--- src/rtl/gol_pkg.sv ---
// Shared definitions for the Game of Life generation sequencer:
// grid defaults, coordinate widths, FSM state encoding and a speed helper.
package gol_pkg;

    localparam int GRID_W_DEF = 80;
    localparam int GRID_H_DEF = 60;
    localparam int X_W        = 7;
    localparam int Y_W        = 6;
    localparam int SPEED_W    = 4;
    localparam int GEN_W      = 16;

    // Sequencer state encoding, kept as plain constants so older tools
    // and hand-written netlist probes can match on the raw codes.
    typedef logic [2:0] state_t;

    localparam state_t ST_IDLE   = 3'd0;
    localparam state_t ST_START  = 3'd1;
    localparam state_t ST_ENGINE = 3'd2;
    localparam state_t ST_SWAP   = 3'd3;
    localparam state_t ST_CLEAR  = 3'd4;

    // A speed setting of zero behaves like one frame per generation.
    function automatic logic [SPEED_W-1:0] eff_speed(input logic [SPEED_W-1:0] s);
        return (s == '0) ? SPEED_W'(1) : s;
    endfunction

endpackage

--- src/rtl/gol_gen_sequencer_if.sv ---
// Engine handshake and clear write port between the sequencer and the
// Game of Life engine / cell buffers.
interface gol_gen_sequencer_if;

    logic                    start_update;
    logic                    simulating;
    logic                    engine_busy;
    logic                    buf_sel;
    logic                    clr_we;
    logic [gol_pkg::X_W-1:0] clr_x;
    logic [gol_pkg::Y_W-1:0] clr_y;

    modport master (
        output start_update,
        output simulating,
        output buf_sel,
        output clr_we,
        output clr_x,
        output clr_y,
        input  engine_busy
    );

    modport slave (
        input  start_update,
        input  simulating,
        input  buf_sel,
        input  clr_we,
        input  clr_x,
        input  clr_y,
        output engine_busy
    );

endinterface

--- src/rtl/gol_raster_counter.sv ---
// Raster address generator for the clear sweep: x runs fastest, y steps
// when x wraps. wrap flags the last cell so the caller can finish the sweep
// on the same edge the counter returns to (0,0).
module gol_raster_counter
    import gol_pkg::*;
#(
    parameter int W = GRID_W_DEF,
    parameter int H = GRID_H_DEF
) (
    input  logic           clk,
    input  logic           rst_n,
    input  logic           en,
    output logic [X_W-1:0] x,
    output logic [Y_W-1:0] y,
    output logic           wrap
);

    logic x_last;
    logic y_last;

    assign x_last = (x == X_W'(W - 1));
    assign y_last = (y == Y_W'(H - 1));
    assign wrap   = x_last && y_last;

    // Advance one cell per enabled cycle, wrapping back to the origin.
    always_ff @(posedge clk or negedge rst_n) begin
        if (!rst_n) begin
            x <= '0;
            y <= '0;
        end else if (en) begin
            if (x_last) begin
                x <= '0;
                y <= y_last ? '0 : y + Y_W'(1);
            end else begin
                x <= x + X_W'(1);
            end
        end
    end

endmodule

--- src/rtl/gol_gen_sequencer.sv ---
// Generation sequencer: paces Game of Life generations against VGA frames,
// hands each generation to the engine, swaps display buffers and runs the
// whole-grid clear sweep.
//
//   state  | meaning
//   -------+--------------------------------------------------------------
//   IDLE   | waiting for a due frame (run), a step, or a clear
//   START  | start_update raised until the engine reports busy
//   ENGINE | engine computing; wait for busy to drop
//   SWAP   | one cycle: flip buffers, count generation, pulse gen_done
//   CLEAR  | one cell per cycle written with 0 across the grid
module gol_gen_sequencer
    import gol_pkg::*;
#(
    parameter int GRID_W = GRID_W_DEF,
    parameter int GRID_H = GRID_H_DEF
) (
    input  logic               clk,
    input  logic               rst_n,
    input  logic               run,
    input  logic               step,
    input  logic               clear,
    input  logic [SPEED_W-1:0] speed,
    input  logic               frame_tick,
    gol_gen_sequencer_if.master bus,
    output logic [GEN_W-1:0]   gen_count,
    output logic               gen_done,
    output logic               seq_busy
);

    state_t             state;
    state_t             state_nx;
    logic [SPEED_W-1:0] frame_cnt;
    logic [SPEED_W:0]   frame_inc;
    logic               due;
    logic               clr_pend;
    logic               tick_hit;
    logic               tick_due;
    logic               go_start;
    logic               swap_enter;
    logic               sweep_wrap;
    logic               sweep_done;
    logic               start_update_r;
    logic               simulating_r;
    logic               buf_sel_r;
    logic               clr_we_r;

    gol_raster_counter #(
        .W (GRID_W),
        .H (GRID_H)
    ) u_raster (
        .clk   (clk),
        .rst_n (rst_n),
        .en    (state == ST_CLEAR),
        .x     (bus.clr_x),
        .y     (bus.clr_y),
        .wrap  (sweep_wrap)
    );

    assign tick_hit   = (state == ST_IDLE) && frame_tick;
    assign frame_inc  = {1'b0, frame_cnt} + (SPEED_W + 1)'(1);
    assign tick_due   = tick_hit && (frame_inc >= {1'b0, eff_speed(speed)});
    assign go_start   = (state == ST_IDLE) && (state_nx == ST_START);
    assign swap_enter = (state == ST_ENGINE) && (state_nx == ST_SWAP);
    assign sweep_done = (state == ST_CLEAR) && sweep_wrap;

    // Next-state decode; clear wins over step, and step only counts when not running.
    always_comb begin
        state_nx = state;
        case (state)
            ST_IDLE: begin
                if (clear)
                    state_nx = ST_CLEAR;
                else if ((run && due) || (step && !run))
                    state_nx = ST_START;
            end
            ST_START: begin
                if (bus.engine_busy)
                    state_nx = ST_ENGINE;
            end
            ST_ENGINE: begin
                if (!bus.engine_busy)
                    state_nx = ST_SWAP;
            end
            ST_SWAP: begin
                state_nx = (clr_pend || clear) ? ST_CLEAR : ST_IDLE;
            end
            ST_CLEAR: begin
                if (sweep_wrap)
                    state_nx = ST_IDLE;
            end
            default: state_nx = ST_IDLE;
        endcase
    end

    // State register and outputs registered from the upcoming state.
    always_ff @(posedge clk or negedge rst_n) begin
        if (!rst_n) begin
            state          <= ST_IDLE;
            start_update_r <= 1'b0;
            simulating_r   <= 1'b0;
            clr_we_r       <= 1'b0;
            seq_busy       <= 1'b0;
            gen_done       <= 1'b0;
        end else begin
            state          <= state_nx;
            start_update_r <= (state_nx == ST_START);
            simulating_r   <= (state_nx == ST_START) || (state_nx == ST_ENGINE);
            clr_we_r       <= (state_nx == ST_CLEAR);
            seq_busy       <= (state_nx != ST_IDLE);
            gen_done       <= swap_enter;
        end
    end

    // Frame pacing, due flag and deferred clear request.
    always_ff @(posedge clk or negedge rst_n) begin
        if (!rst_n) begin
            frame_cnt <= '0;
            due       <= 1'b0;
            clr_pend  <= 1'b0;
        end else if (sweep_done) begin
            frame_cnt <= '0;
            due       <= 1'b0;
            clr_pend  <= 1'b0;
        end else begin
            if (tick_hit)
                frame_cnt <= tick_due ? '0 : frame_inc[SPEED_W-1:0];
            if (tick_due)
                due <= 1'b1;
            else if (go_start)
                due <= 1'b0;
            if (state == ST_SWAP)
                clr_pend <= 1'b0;
            else if (clear && ((state == ST_START) || (state == ST_ENGINE)))
                clr_pend <= 1'b1;
        end
    end

    // Buffer select and generation count: advance on SWAP, zero after a clear.
    always_ff @(posedge clk or negedge rst_n) begin
        if (!rst_n) begin
            buf_sel_r <= 1'b0;
            gen_count <= '0;
        end else if (sweep_done) begin
            buf_sel_r <= 1'b0;
            gen_count <= '0;
        end else if (swap_enter) begin
            buf_sel_r <= ~buf_sel_r;
            gen_count <= gen_count + GEN_W'(1);
        end
    end

    assign bus.start_update = start_update_r;
    assign bus.simulating   = simulating_r;
    assign bus.buf_sel      = buf_sel_r;
    assign bus.clr_we       = clr_we_r;

endmodule

--- src/flat_wrapper.sv ---
// flat-port wrapper written by rule: the top's interface ports become plain ports
module gol_gen_sequencer_flat import gol_pkg::*;
#(
    parameter int GRID_W = GRID_W_DEF,
    parameter int GRID_H = GRID_H_DEF
)
  (clk, rst_n, run, step, clear, speed, frame_tick, gen_count, gen_done, seq_busy, bus_start_update, bus_simulating, bus_buf_sel, bus_clr_we, bus_clr_x, bus_clr_y, bus_engine_busy);
  gol_gen_sequencer_if bus_i ();
  input  logic clk;
  input  logic rst_n;
  input  logic run;
  input  logic step;
  input  logic clear;
  input  logic [SPEED_W-1:0] speed;
  input  logic frame_tick;
  output logic [GEN_W-1:0] gen_count;
  output logic gen_done;
  output logic seq_busy;
  output wire logic [$bits(bus_i.start_update)-1:0] bus_start_update;
  output wire logic [$bits(bus_i.simulating)-1:0] bus_simulating;
  output wire logic [$bits(bus_i.buf_sel)-1:0] bus_buf_sel;
  output wire logic [$bits(bus_i.clr_we)-1:0] bus_clr_we;
  output wire logic [$bits(bus_i.clr_x)-1:0] bus_clr_x;
  output wire logic [$bits(bus_i.clr_y)-1:0] bus_clr_y;
  input wire logic [$bits(bus_i.engine_busy)-1:0] bus_engine_busy;
  assign bus_start_update = bus_i.start_update;
  assign bus_simulating = bus_i.simulating;
  assign bus_buf_sel = bus_i.buf_sel;
  assign bus_clr_we = bus_i.clr_we;
  assign bus_clr_x = bus_i.clr_x;
  assign bus_clr_y = bus_i.clr_y;
  assign bus_i.engine_busy = bus_engine_busy;
  gol_gen_sequencer #(.GRID_W(GRID_W), .GRID_H(GRID_H)) u_core (.clk(clk), .rst_n(rst_n), .run(run), .step(step), .clear(clear), .speed(speed), .frame_tick(frame_tick), .bus(bus_i), .gen_count(gen_count), .gen_done(gen_done), .seq_busy(seq_busy));
endmodule
--- config.mk ---
export PLATFORM = sky130hd
export DESIGN_NAME = gol_gen_sequencer_flat
export DESIGN_NICKNAME = d
export VERILOG_FILES = /design/src/rtl/gol_pkg.sv /design/src/rtl/gol_gen_sequencer_if.sv /design/src/rtl/gol_raster_counter.sv /design/src/rtl/gol_gen_sequencer.sv /design/src/flat_wrapper.sv
export SDC_FILE = /design/constraint.sdc
export NUM_CORES = 1
export LEC_CHECK = 0
export BUFFER_PORTS_ARGS = -buffer_cell sky130_fd_sc_hd__buf_2
export CAP_MARGIN = 20
export CORE_UTILIZATION = 56
export CTS_CLUSTER_DIAMETER = 150
export DETAILED_ROUTE_END_ITERATION = 8
export GPL_ROUTABILITY_DRIVEN = 1
export PLACE_DENSITY = 0.81
export SLEW_MARGIN = 40
export SYNTH_ARGS = -nofsm -noshare
export SYNTH_HDL_FRONTEND = slang
export SYNTH_SLANG_ARGS = --single-unit
--- constraint.sdc ---
create_clock -name clk -period 4.84 [get_ports clk]
set_clock_uncertainty 0.05 [all_clocks]
set_input_delay 0.242 -clock clk [delete_from_list [all_inputs] [get_ports clk]]
set_output_delay 0.242 -clock clk [all_outputs]
set_load 0.02 [all_outputs]
==> results of run 1 <==
-- registers in the layout, indices dropped and copies added (netlist names), 3 cells and up --
register,cells
u_core.frame_cnt,4
u_core.u_raster.y,6
u_core.gen_count,16
u_core.u_raster.x,7
u_core.state,3
-- tightest hold or removal path, delay by kind of cell --
family          cells  cell delay (ns)
buf+inv             1             0.12
compound gates      1             0.11
simple gates        1             0.04
-- placed cells by master, fill, tap and decap left out, drive strengths merged, types with 4 or more instances in the layout --
cell type / netlist / layout
nand2b: 4 / 4
buf: 1 / 47
a21oi: 11 / 11
nor4: 4 / 4
nand3: 19 / 19
clkbuf: 9 / 6
nor3: 11 / 11
inv: 8 / 8
ha: 8 / 8
o21ai: 15 / 15
nand2: 25 / 25
xor2: 5 / 5
nor2: 20 / 20
or3: 4 / 4
xnor2: 9 / 9
nand4: 8 / 8
dfrtp: 44 / 44
-- metrics by stage --
step                      instances  utilization  worst slack (ns)  hold WS [ns]  cell area (um^2)
after global routing            345        0.685              2.10         0.195              2740
after detailed placement        336        0.652              2.25         0.216              2610
after CTS                       345        0.684              2.21         0.194              2740
final                           345        0.685              2.23         0.202              2740
after global placement          336        0.651              2.29         0.394              2600
after floorplan                 249            -              2.56        -0.104              2340
-- layer usage --
metal	vias to the layer above	routed length, um	GRT usage
li1	993	-	-
met1	948	2260	0.320
met2	56	2240	0.371
met3	10	221	0.0565
met4	0	87	0.0904
met5	-	0	0
-- area by class of cell --
type,count,area (um^2)
Clock buffer,6,82.6
Clock inverter,2,38.8
Fill cell,336,1260
Inverter,8,30.0
Multi-Input combinational cell,187,1170
Sequential cell,44,1100
Tap cell,50,62.6
Timing Repair Buffer,48,253
-- worst max path at each step --
stage	endpoint	slack (ns)	depth (start not counted)
2_1_floorplan	u_core.due$_DFFE_PN0P_	2.56	6
3_3_place_gp	u_core.gen_count[15]$_DFFE_PN0P_	2.29	4
3_5_place_dp	u_core.due$_DFFE_PN0P_	2.25	6
4_1_cts	u_core.due$_DFFE_PN0P_	2.21	6
5_1_grt	u_core.gen_count[14]$_DFFE_PN0P_	2.10	4
6_report	u_core.gen_count[13]$_DFFE_PN0P_	2.23	4
-- kinds of logic (layout without fill, tap and decap cells) --
family | after synthesis | count (layout) | synth area share
XOR/XNOR | 14 | 14 | 0.0524
flip-flops | 44 | 44 | 0.471
AO/OA/AOI/OAI | 43 | 43 | 0.115
adder cells (fa/ha/maj) | 8 | 8 | 0.0428
buffers and inverters | 18 | 64 | 0.0294
AND/OR/NAND/NOR | 117 | 117 | 0.267
multiplexers | 5 | 5 | 0.0230
-- power by group through the flow --
| stage | clock network, mW | registers [mW] | logic, mW |
|---|---|---|---|
| 2_1_floorplan | 0 | 0.592 | 0.261 |
| 3_3_place_gp | 0 | 0.560 | 0.414 |
| 3_5_place_dp | 0 | 0.563 | 0.429 |
| 4_1_cts | 0.302 | 0.557 | 0.430 |
| 5_1_grt | 0.322 | 0.577 | 0.480 |
| 6_report | 0.294 | 0.559 | 0.432 |
==> flow_metrics.tcl, run 1 <==
set metrics [dict create \
    outcome "complete, no violations" \
    core_area_mm2 0.00400 \
    drtIter0Drc 214 \
    detail_route.wl_per_cell_um 13.9 \
    yosysUniqueCellTypes 44 \
    firstDrtPassIters 4 \
    hp-class "in2reg" \
    worstHoldStart "bus_engine_busy" \
    crit_buf_inv 0 \
    grt_pass1_vias 1802 \
    p_sw_mw 0.494 \
    die_h_um 66.6 \
    die_w_um 66.6 \
    start_util 0.585 \
    required_ns 5.01 \
    row_count 23 \
    timing.final.crit_period_ns 2.61 \
    gpl.final_weighted_congestion 0.776 \
    syn_to_final_growth_pct 17.1 \
    clk_latency_ns 0.30 \
    powerDensity_mw_per_mm2 469 \
    clockBufferDepth 2 \
    via_per_inst 5.82 \
    crit_fanout 16 \
    crit_path_top_delay_cell "or4b_1" \
    grt_max_degree 45 \
    synth_warnings 0 \
    die_area_mm2 0.00444 \
    antenna_found_initial 0 \
    startpoint "u_core.state[0]$_DFF_PN0_" \
    vdd.ir_drop.worst_mv 0.244 \
    p_leak_nw 1.32 \
    root_buffer "clkbuf_8" \
    synthFlopType "dfrtp_1" \
    netlist_instances 249 \
    path_cells "or4b_1 > or4_4 > or3_1 > a21oi_1" \
    reg2reg_slack_ns 2.23 \
    synth_edf_count 0 \
    syn_nets 268 \
    async_flop_share 1.00 \
    worstReg2RegEnd "u_core.gen_count[13]$_DFFE_PN0P_" \
    p_comb_frac 0.336 \
    hold_end "u_core.state[0]$_DFF_PN0_" \
    post_cts_buffers 0 \
    place_hpwl_um 3470 \
    p_seq_frac 0.435 \
    synthTopCellsByCount "44 x dfrtp_1, 25 x nand2_1, 20 x nor2_1" \
    vias 2007 \
    finalPower_mw 1.28 \
    seq_area_frac_synth 0.471 \
    numCtsBuffers 5 \
    worstSetupPathType "reg2reg" \
    maxCapViolCount 0 \
    hold_depth 3 \
    num_io_pins 46 \
    r2r-start "u_core.state[0]$_DFF_PN0_" \
    ff2ff_path_depth 4 \
    switching_share 0.384 \
    grt_pass1_wl_um 7970 \
    clock_power_share 0.229 \
    grtUsageTotal 0.239 \
    cp_top_family "simple AND/OR/NAND/NOR gates" \
    worst_setup_path_start_kind "register" \
    worst_slew_pin_slew_ns 0.716 \
    io_buffers 45 \
    fin_tns_setup_ns 0 \
    cts_resized 0 \
    power.internal_mw 0.791 \
    synth-seq-cells 44 \
    critical-path-max-stage-delay_ns 0.81 \
    drc 0 \
    yosys.area.top_type_share 0.471 \
    finalSetupViolations 0 \
    critPathCaptureType "register" \
    timing.fmax_mhz 384 \
    drt.antenna.violating_nets 0 \
    synth_most_common_cell "dfrtp_1" \
    rsz0062_at_grt "false" \
    htreeDepth 2 \
    cts_tree "yes" \
    synth_area_leaders "dfrtp_1 47%, ha_1 4.3%, nand3_1 4.1%, nand2_1 4.0%, xnor2_1 3.4%" \
    hold_viol 0 \
    max_slew_margin 0.516 \
    period_share 0.539 \
    grt.overflow.total 0 \
    num_antenna_cells 0 \
    final_layout_size_suffix_gt1_frac 0.210 \
    hold_buffers 1 \
    finalMaxSlewViolations 0 \
    cp.arrival_ns 2.78 \
    nNetsFinal 313 \
    clock-sinks 44 \
    wl_um 4810 \
    avgSynthCellArea_um2 9.40 \
    path_clk_slew_ns 0.08 \
    synth_area_mm2 0.00234 \
    synth_area_leader_cell "dfrtp_1" \
]
Power figures use the tool's default switching activity.
==> run 2: changes to the inputs <==
--- a/config.mk
+++ b/config.mk
@@ -7,11 +7,11 @@
 export LEC_CHECK = 0
 export BUFFER_PORTS_ARGS = -buffer_cell sky130_fd_sc_hd__buf_2
 export CAP_MARGIN = 20
-export CORE_UTILIZATION = 56
+export CORE_UTILIZATION = 55
 export CTS_CLUSTER_DIAMETER = 150
 export DETAILED_ROUTE_END_ITERATION = 8
 export GPL_ROUTABILITY_DRIVEN = 1
-export PLACE_DENSITY = 0.81
+export PLACE_DENSITY = 0.8
 export SLEW_MARGIN = 40
 export SYNTH_ARGS = -nofsm -noshare
 export SYNTH_HDL_FRONTEND = slang
==> constraint.sdc (replaced) <==
create_clock -name clk -period 2.4 [get_ports clk]
set_clock_uncertainty 0.05 [all_clocks]
set_input_delay 0.12 -clock clk [delete_from_list [all_inputs] [get_ports clk]]
set_output_delay 0.12 -clock clk [all_outputs]
set_load 0.02 [all_outputs]
==> run 2 against run 1 <==
  * Clock-buffer cell count did not move
  * Sequential cell count did not move
  * Worst setup slack got worse by 2.1 ns
  * Critical path depth rose by 3
  * Die area rose by 1.8%
  * Combinational power rose by 130%
  * Wire length rose by 5.3%
  * Sequential share of layout area fell by 0.54 points
  * Critical path type unchanged
  * Critical endpoint is now u_core.due$_DFFE_PN0P_
  * Largest cell class unchanged
  * Largest power group unchanged
==> flow_metrics.tcl, run 2 (synthesis gave the netlist of run 1 again) <==
set metrics [dict create \
    grt_max_degree 45 \
    syn_to_final_growth_pct 18.7 \
    die_area_mm2 0.00452 \
    cts_tree "yes" \
    vdd.ir_drop.worst_mv 0.510 \
    hold_viol 0 \
    fin_tns_setup_ns 0 \
    grt.overflow.total 0 \
    place_hpwl_um 3610 \
    worst_slew_pin_slew_ns 0.631 \
    timing.final.crit_period_ns 2.24 \
    hold-worst-slack_ns 0.0855 \
    numCtsBuffers 5 \
    timing.fmax_mhz 446 \
    cts_resized 0 \
    required_ns 2.54 \
    post_cts_buffers 0 \
    grtUsageMet1 0.313 \
    start_util 0.581 \
    met2_usage 0.424 \
    cp_top_family "compound AO/OA/AOI/OAI gates" \
    finalPower_mw 2.62 \
    busiest_layer "met2" \
    finalMaxSlewViolations 0 \
    max_slew_margin 0.574 \
    drt.antenna.violating_nets 0 \
    via_per_inst 5.75 \
    die_w_um 67.2 \
    register_area_mm2 0.00110 \
    crit_fanout 5 \
    hold_buffers 1 \
    drtIter0Drc 192 \
    path_clk_slew_ns 0.08 \
    num_io_pins 46 \
    cp.arrival_ns 2.38 \
    critPathCaptureType "register" \
    detail_route.wl_per_cell_um 14.4 \
    htreeDepth 2 \
    critical-path-max-stage-delay_ns 0.45 \
    final_layout_size_suffix_gt1_frac 0.225 \
    rsz0062_at_grt "false" \
    maxCapViolCount 0 \
    core_area_mm2 0.00403 \
    period_share 0.933 \
    grt_pass1_vias 1861 \
    firstDrtPassIters 4 \
    largest_register_ff_count 16 \
    clock-sinks 44 \
    fin_cells 352 \
    finalSetupViolations 0 \
    vias 2023 \
    cpMostUsedCell "ha_1" \
    hp-class "in2reg" \
    crit_path_top_delay_cell "dfrtp_1" \
    use_met3 0.0541 \
    worst_setup_path_start_kind "register" \
    outcome "complete, no violations" \
    wl_um 5060 \
    layout_common_cells "44 x buf_2, 44 x dfrtp_1, 25 x nand2_1" \
    place_inst 343 \
    root_buffer "clkbuf_8" \
    reg_top3 "u_core.gen_count (16), u_core.u_raster.x (7), u_core.u_raster.y (6)" \
    p_leak_nw 1.35 \
    die_h_um 67.2 \
    grt_pass1_wl_um 8410 \
    antenna_found_initial 0 \
    io_buffers 45 \
    fill_cells 325 \
    multi_input_area_mm2 0.00117 \
    clk_latency_ns 0.30 \
    num_antenna_cells 0 \
    largest_register "u_core.gen_count" \
    crit_buf_inv 1 \
    drc 0 \
    path_cells "ha_1 > xor2_1 > ha_1 > a2111oi_0 > buf_4 > o21ai_0 > a32o_1" \
    gpl.final_weighted_congestion 0.796 \
    powerDensity_mw_per_mm2 945 \
    clockBufferDepth 2 \
    nNetsFinal 320 \
    worstSetupPathType "reg2reg" \
    grtUsageTotal 0.251 \
    row_count 23 \
]
## run 2: cell types whose count changed in the layout (fill, tap and decap cells not counted), sizes merged
cell  previous run  this run
buf             47        54
## run 2: routing by layer
| metal | routed length, um | vias up |
|---|---|---|
| li1 | - | 1009 |
| met1 | 2240 | 935 |
| met4 | 62 | 0 |
| met5 | 0 | - |
| met3 | 271 | 7 |
| met2 | 2490 | 72 |
## run 2: final cells by class
class | instances | area share
clock inverters | 2 | 0.0126
repair buffers | 55 | 0.110
flip-flops and latches | 44 | 0.397
multi-input cells | 187 | 0.421
clock buffers | 6 | 0.0261
well taps | 50 | 0.0225
inverters | 8 | 0.0108
## run 2: per-stage QoR
stage | cell area [um^2] | setup slack [ns] | util
2_1_floorplan | 2340 | 0.122 | -
3_3_place_gp | 2660 | 0.275 | 0.659
3_5_place_dp | 2660 | 0.216 | 0.660
4_1_cts | 2780 | 0.175 | 0.689
5_1_grt | 2780 | 0.0475 | 0.689
6_report | 2780 | 0.160 | 0.689
## run 2: worst min-delay path, cell delays in order
cell	delay (ns)
buf_2	0.13
nand3b_1	0.08
a21oi_1	0.05
## run 2: path summary, 6_finish.rpt
path / from / end / cells after the start / slack (ns)
max: u_core.frame_cnt[0]$_DFFE_PN0P_ / u_core.due$_DFFE_PN0P_ / 7 / 0.16
min: bus_engine_busy / u_core.state[1]$_DFF_PN0_ / 3 / 0.09
max reg2reg: u_core.frame_cnt[0]$_DFFE_PN0P_ / u_core.due$_DFFE_PN0P_ / 7 / 0.16
min reg2reg: u_core.bus.buf_sel$_DFFE_PN0P_ / u_core.bus.buf_sel$_DFFE_PN0P_ / 1 / 0.44
max in group asynchronous: rst_n / u_core.clr_pend$_DFFE_PN0P_ / 2 / 1.62
min in group asynchronous: rst_n / u_core.gen_count[14]$_DFFE_PN0P_ / 2 / 0.29
## run 2: power breakdown
part           switching, mW  internal (mW)  leakage [nW]
Combinational          0.604          0.388         0.714
Clock                  0.254          0.309        0.0552
Sequential             0.157          0.911         0.583
Total                   1.01           1.61          1.35
